## src/rtl/arb_pkg.sv

```systemverilog
// Shared types and constants for the three-requester round-robin arbiter.
package arb_pkg;

  typedef enum logic [1:0] {
    IDLE = 2'b00,
    G0   = 2'b01,
    G1   = 2'b10,
    G2   = 2'b11
  } arb_state_t;

  localparam int         NUM_REQ  = 3;
  localparam logic [1:0] LAST_RST = 2'd2;

  // Grant state for a requester index: Gi is encoded as i+1.
  function automatic arb_state_t grant_state(input logic [1:0] idx);
    return arb_state_t'(idx + 2'd1);
  endfunction

endpackage

```

## src/rtl/arb_rr3_pick.sv

```systemverilog
// Combinational round-robin picker: search order last+1, last+2, last (mod 3),
// ignoring any requester set in the exclude mask.
module arb_rr3_pick
  import arb_pkg::*;
(
  input  logic [NUM_REQ-1:0] req,
  input  logic [1:0]         last,
  input  logic [NUM_REQ-1:0] excl,
  output logic               valid,
  output logic [1:0]         idx
);

  logic [NUM_REQ-1:0] cand;
  logic [1:0]         pos;

  always_comb begin
    cand  = req & ~excl;
    valid = 1'b0;
    idx   = 2'd0;
    pos   = 2'd0;
    // Walk from lowest to highest priority so the highest-priority hit wins.
    for (int k = NUM_REQ; k >= 1; k--) begin
      pos = 2'((int'(last) + k) % NUM_REQ);
      if (cand[pos]) begin
        valid = 1'b1;
        idx   = pos;
      end
    end
  end

endmodule

```

## src/rtl/arbiter_rr3_ctrl.sv

```systemverilog
// Registered 3-way round-robin arbiter (Moore FSM). Define ARB_TIMEOUT_EN to
// build the max-hold timer, forced handoff and preempt pulse.
module arbiter_rr3_ctrl
  import arb_pkg::*;
#(
  parameter int MAX_HOLD = 16
) (
  input  logic               clk,
  input  logic               rst_n,
  input  logic [NUM_REQ-1:0] req,
  output logic [NUM_REQ-1:0] gnt,
  output logic [1:0]         gnt_id,
  output logic               busy,
  output logic               preempt
);

  if (MAX_HOLD < 2 || MAX_HOLD > 255) begin : g_bad_max_hold
    $error("MAX_HOLD must be in 2..255");
  end

  arb_state_t         state_q, state_d;
  logic [1:0]         last_q, last_d;
  logic [NUM_REQ-1:0] own_mask;
  logic [NUM_REQ-1:0] excl;
  logic [1:0]         own_id;
  logic               in_grant;
  logic               hold_req;
  logic               other_req;
  logic               timeout;
  logic               pick_valid;
  logic [1:0]         pick_idx;

  always_comb begin
    own_mask = '0;
    own_id   = 2'd0;
    unique case (state_q)
      G0:      begin own_mask = 3'b001; own_id = 2'd0; end
      G1:      begin own_mask = 3'b010; own_id = 2'd1; end
      G2:      begin own_mask = 3'b100; own_id = 2'd2; end
      default: begin own_mask = 3'b000; own_id = 2'd0; end
    endcase
  end

  assign in_grant  = (state_q != IDLE);
  assign hold_req  = |(req & own_mask);
  assign other_req = |(req & ~own_mask);

`ifdef ARB_TIMEOUT_EN
  localparam int               CNT_W     = $clog2(MAX_HOLD + 1);
  localparam logic [CNT_W-1:0] HOLD_LAST = CNT_W'(MAX_HOLD - 1);

  logic [CNT_W-1:0] cnt_q, cnt_d;
  logic             preempt_q;

  assign timeout = in_grant && (cnt_q == HOLD_LAST) && other_req;

  always_comb begin
    cnt_d = '0;
    if (in_grant && (state_d == state_q)) begin
      cnt_d = (cnt_q == HOLD_LAST) ? cnt_q : cnt_q + CNT_W'(1);
    end
  end

  always_ff @(posedge clk or negedge rst_n) begin
    if (!rst_n) begin
      cnt_q     <= '0;
      preempt_q <= 1'b0;
    end else begin
      cnt_q     <= cnt_d;
      preempt_q <= timeout;
    end
  end

  assign preempt = preempt_q;
`else
  assign timeout = 1'b0;
  assign preempt = 1'b0;
`endif

  // On a forced handoff the current holder is excluded even if still requesting.
  assign excl = timeout ? own_mask : '0;

  // While in Gi, last_q already equals i, so one picker serves every state.
  arb_rr3_pick u_pick (
    .req   (req),
    .last  (last_q),
    .excl  (excl),
    .valid (pick_valid),
    .idx   (pick_idx)
  );

  always_comb begin
    state_d = state_q;
    last_d  = last_q;
    if (!in_grant || !hold_req || timeout) begin
      if (pick_valid) begin
        state_d = grant_state(pick_idx);
        last_d  = pick_idx;
      end else begin
        state_d = IDLE;
      end
    end
  end

  always_ff @(posedge clk or negedge rst_n) begin
    if (!rst_n) begin
      state_q <= IDLE;
      last_q  <= LAST_RST;
    end else begin
      state_q <= state_d;
      last_q  <= last_d;
    end
  end

  assign gnt    = own_mask;
  assign gnt_id = own_id;
  assign busy   = in_grant;

endmodule

```

## config.mk

```make
export PLATFORM = sky130hd
export DESIGN_NAME = arbiter_rr3_ctrl
export DESIGN_NICKNAME = d
export VERILOG_FILES = /design/src/rtl/arb_pkg.sv /design/src/rtl/arb_rr3_pick.sv /design/src/rtl/arbiter_rr3_ctrl.sv
export SDC_FILE = /design/constraint.sdc
export NUM_CORES = 1
export LEC_CHECK = 0
export ABC_AREA = 1
export ABC_CLOCK_PERIOD_IN_PS = 1500
export BUFFER_PORTS_ARGS = -buffer_cell sky130_fd_sc_hd__buf_4
export CAP_MARGIN = 20
export CORE_AREA = 2 2 39 41
export CTS_CLUSTER_DIAMETER = 30
export DETAILED_ROUTE_END_ITERATION = 10
export DIE_AREA = 0 0 41 43
export HOLD_SLACK_MARGIN = 0.03
export PLACE_DENSITY = 0.57
export SYNTH_ARGS = -nofsm -noshare
export SYNTH_HDL_FRONTEND = slang
export SYNTH_SLANG_ARGS = --single-unit
```

## constraint.sdc

```tcl
create_clock -name clk -period 1.5 [get_ports clk]
set_input_delay 0.075 -clock clk [delete_from_list [all_inputs] [get_ports clk]]
set_output_delay 0.075 -clock clk [all_outputs]
set_load 0.1 [all_outputs]
```

==> metrics.md <==
| Metric | Value |
|---|---|
| Final Cell Area | 760.7 um^2 |
| Cell taking the most area after synthesis | nand2_1 |
| Nets | 107 |
| Type of origin of the critical path | flop |
| Synth-to-Final Area Change | 60.42% |
| Placed cell area | 639.4 um^2 |
| CP endpoint kind | flop |
| Final GP Congestion | 0.7260 |
| Final Hold Vio Count | 0 |
| Failing checks | setup timing |
| Final setup vio count | 4 |
| Synthesized area per cell | 6.496 um^2 |
| Clock Latency Late Sink | 0.23 ns |
| CTS sink count | 4 |
| Area of the multi-input gates | 397.9 um^2 |
| CTS tree | yes |
| Clk_skew | 0.004941 ns |
| Initial antenna violation count | 0 |
| Max Cap Violations | 0 |
| Die Ht | 43 um |
| Crit Path Max Fanout | 6 |
| Htree depth | 1 |
| Syn_nets | 82 |
| Clk root buf | clkbuf_4 |
| Reg-to-reg startpoint | last_q[1] |
| Reg-to-Reg End | state_q[1] |
| Iter 0 DRT Violations | 6 |
| RSZ-0062 raised after global routing | true |
| Post-Route WL | 1194 um |
| CP max-delay cell | dfstp_2 |
| Critical Path Sink | state_q[1] |
| GRT overflow | 0 |
| Worst R2R Path Depth | 9 |
| Max stage delay on crit path | 0.58 ns |
| Final setup margin | -0.1831 ns |
| Synth top area share | 16.62% |
| Reg area | 101.3 um^2 |
| Yosys reg bits | 4 |
| Diode count | 0 |
| Count of final max-slew check failures | 0 |
| Clk pin slew, worst setup/hold paths | 0.04 ns |
| Fin crit period | 1.683 ns |
| Final Cycle Share | 112.2% |
| Clock tree buffer depth | 2 |
| WP data required | 1.61 ns |
| Largest net degree at the start of global routing | 7 |
| Most area-consuming cells after synthesis | nand2_1, dfrtp_1, ha_1 |
| Post-Syn Area | 474.2 um^2 |
| Vias in the first global route | 517 |
| Run status | finished with violations |
| Overall track demand over capacity in global routing | 16.21% |
| Detailed Place HPWL | 875 um |
| # DRC | 0 |
| I/O Buffers | 10 |
| Cell chain of the critical path | ha_4 > nand2_1 > nand2_2 > a21oi_4 > nand2_2 > nand2_4 > nor2_2 > nand3_1 > nand3_1 |
| Ports | 12 |
| Initial DRT Pass Iterations | 4 |
| Core Rows | 14 |
| Fmax | 594.1 MHz |
| CTS Buf Count | 3 |
| WL per Instance | 10.57 um |
| Proportion of layout cells with a drive suffix above 1 | 54.64% |
| Die area | 1763 um^2 |
| Via count | 512 |
| Proportion of synthesized chip area in sequential cells | 21.37% |
| Core area | 1384 um^2 |
| Fillers | 141 |
| Ys Warns | 0 |
| Worst EP arrival | 1.79 ns |
| Global-route wire length before repair | 1952 um |
| Worst Setup SP | last_q[1] |
| Mapped Cells | 73 |
| Min-Delay Path Class | primary input to asynchronous set/reset pin |
| Routed vias/inst | 4.531 |
| DIE WIDTH | 41 um |
| Initial Util | 34.27% |
| Reg2reg setup slack | -0.18 ns |
| WS Path Type | flop to flop |
| Distinct cells, synth | 20 |
| DRT antenna net count | 0 |
==> state kept, by name (all words and copies together), names as in the netlist <==
name	flops
last_q	2
state_q	2
==> cell families (layout without fill, tap and decap cells) <==
group / Yosys count / after routing / synth area share, %
buffers and inverters: 15 / 39 / 12.67
adders and majority gates: 4 / 4 / 10.55
AOI/OAI and AO/OA: 6 / 6 / 10.29
other: 1 / 1 / 0.7908
DFF: 4 / 4 / 21.37
and+or+nand+nor: 43 / 43 / 44.33
==> routing by layer <==
| layer | GRT usage (%) | up-vias | wire, um |
|---|---|---|---|
| met2 | 27.50 | 4 | 695 |
| met3 | 3.141 | 0 | 7 |
| li1 | - | 267 | - |
| met1 | 17.86 | 241 | 490 |
| met5 | 0 | - | 0 |
| met4 | 8.000 | 0 | 0 |
==> cells in the final DEF, fill, tap and decap left out, drive strengths merged <==
master and count:
inv 14, dlygate4sd3 1, o21a 1, dfrtp 3, nor2 8, clkbuf 4
conb 1, dfstp 1, nand2 28, a21oi 4, ha 4, nand3 6
o22ai 1, buf 20, nand3b 1
==> area by class of cell <==
type                       count  area share [%]
multi-input combinational     54           52.30
sequential                     4           13.32
clock buffer                   4           3.454
tap                           16           2.632
inverter                      14           7.237
timing repair buffer          21           21.05
==> critical path, delay by kind of cell (launching register included) <==
kind | cells | cell delay [ns]
compound gates | 1 | 0.20
simple gates | 7 | 0.56
flops | 1 | 0.58
fa+ha+maj | 1 | 0.23
==> worst min-delay path by stage <==
stage                      from         end  slack, ns  cells after the start
after floorplan           rst_n   last_q[0]      -0.22                      0
after global placement    rst_n  state_q[1]      -0.13                      1
after detailed placement  rst_n  state_q[1]      -0.13                      1
after CTS                 rst_n  state_q[1]       0.16                      2
after global routing      rst_n  state_q[1]       0.19                      2
final                     rst_n  state_q[1]       0.18                      2
==> synth_stat cells (all sizes together) <==
| master | count |
|---|---|
| a21oi | 4 |
| buf | 1 |
| conb | 1 |
| dfrtp | 3 |
| dfstp | 1 |
| ha | 4 |
| inv | 14 |
| nand2 | 28 |
| nand3 | 6 |
| nand3b | 1 |
| nor2 | 8 |
| o21a | 1 |
| o22ai | 1 |
==> stage by stage <==
step           std cells  worst slack, ns  util [%]  setup TNS (ns)  hold slack, ns
3_5_place_dp         106          -0.1793     46.20         -0.5093         -0.1267
6_report             113          -0.1831     54.97         -0.5277          0.1823
4_1_cts              112          -0.1383     51.54         -0.3933          0.1583
5_1_grt              113          -0.3105     54.97          -1.017          0.1924
3_3_place_gp         106          -0.1639     46.20         -0.5029         -0.1279
2_1_floorplan         73          -0.1238         -         -0.3160         -0.2206
==> timing repair <==
action,CTS,global route
endpoints found under the setup margin,4,4
pin swaps,3,1
setup buffers,1,1
resized for setup,8,6
hold endpoints to repair,4,0
hold buffers,1,0
Power is not shown: default switching activity piles up to over one toggle a cycle in this logic, so the estimate is an artifact.
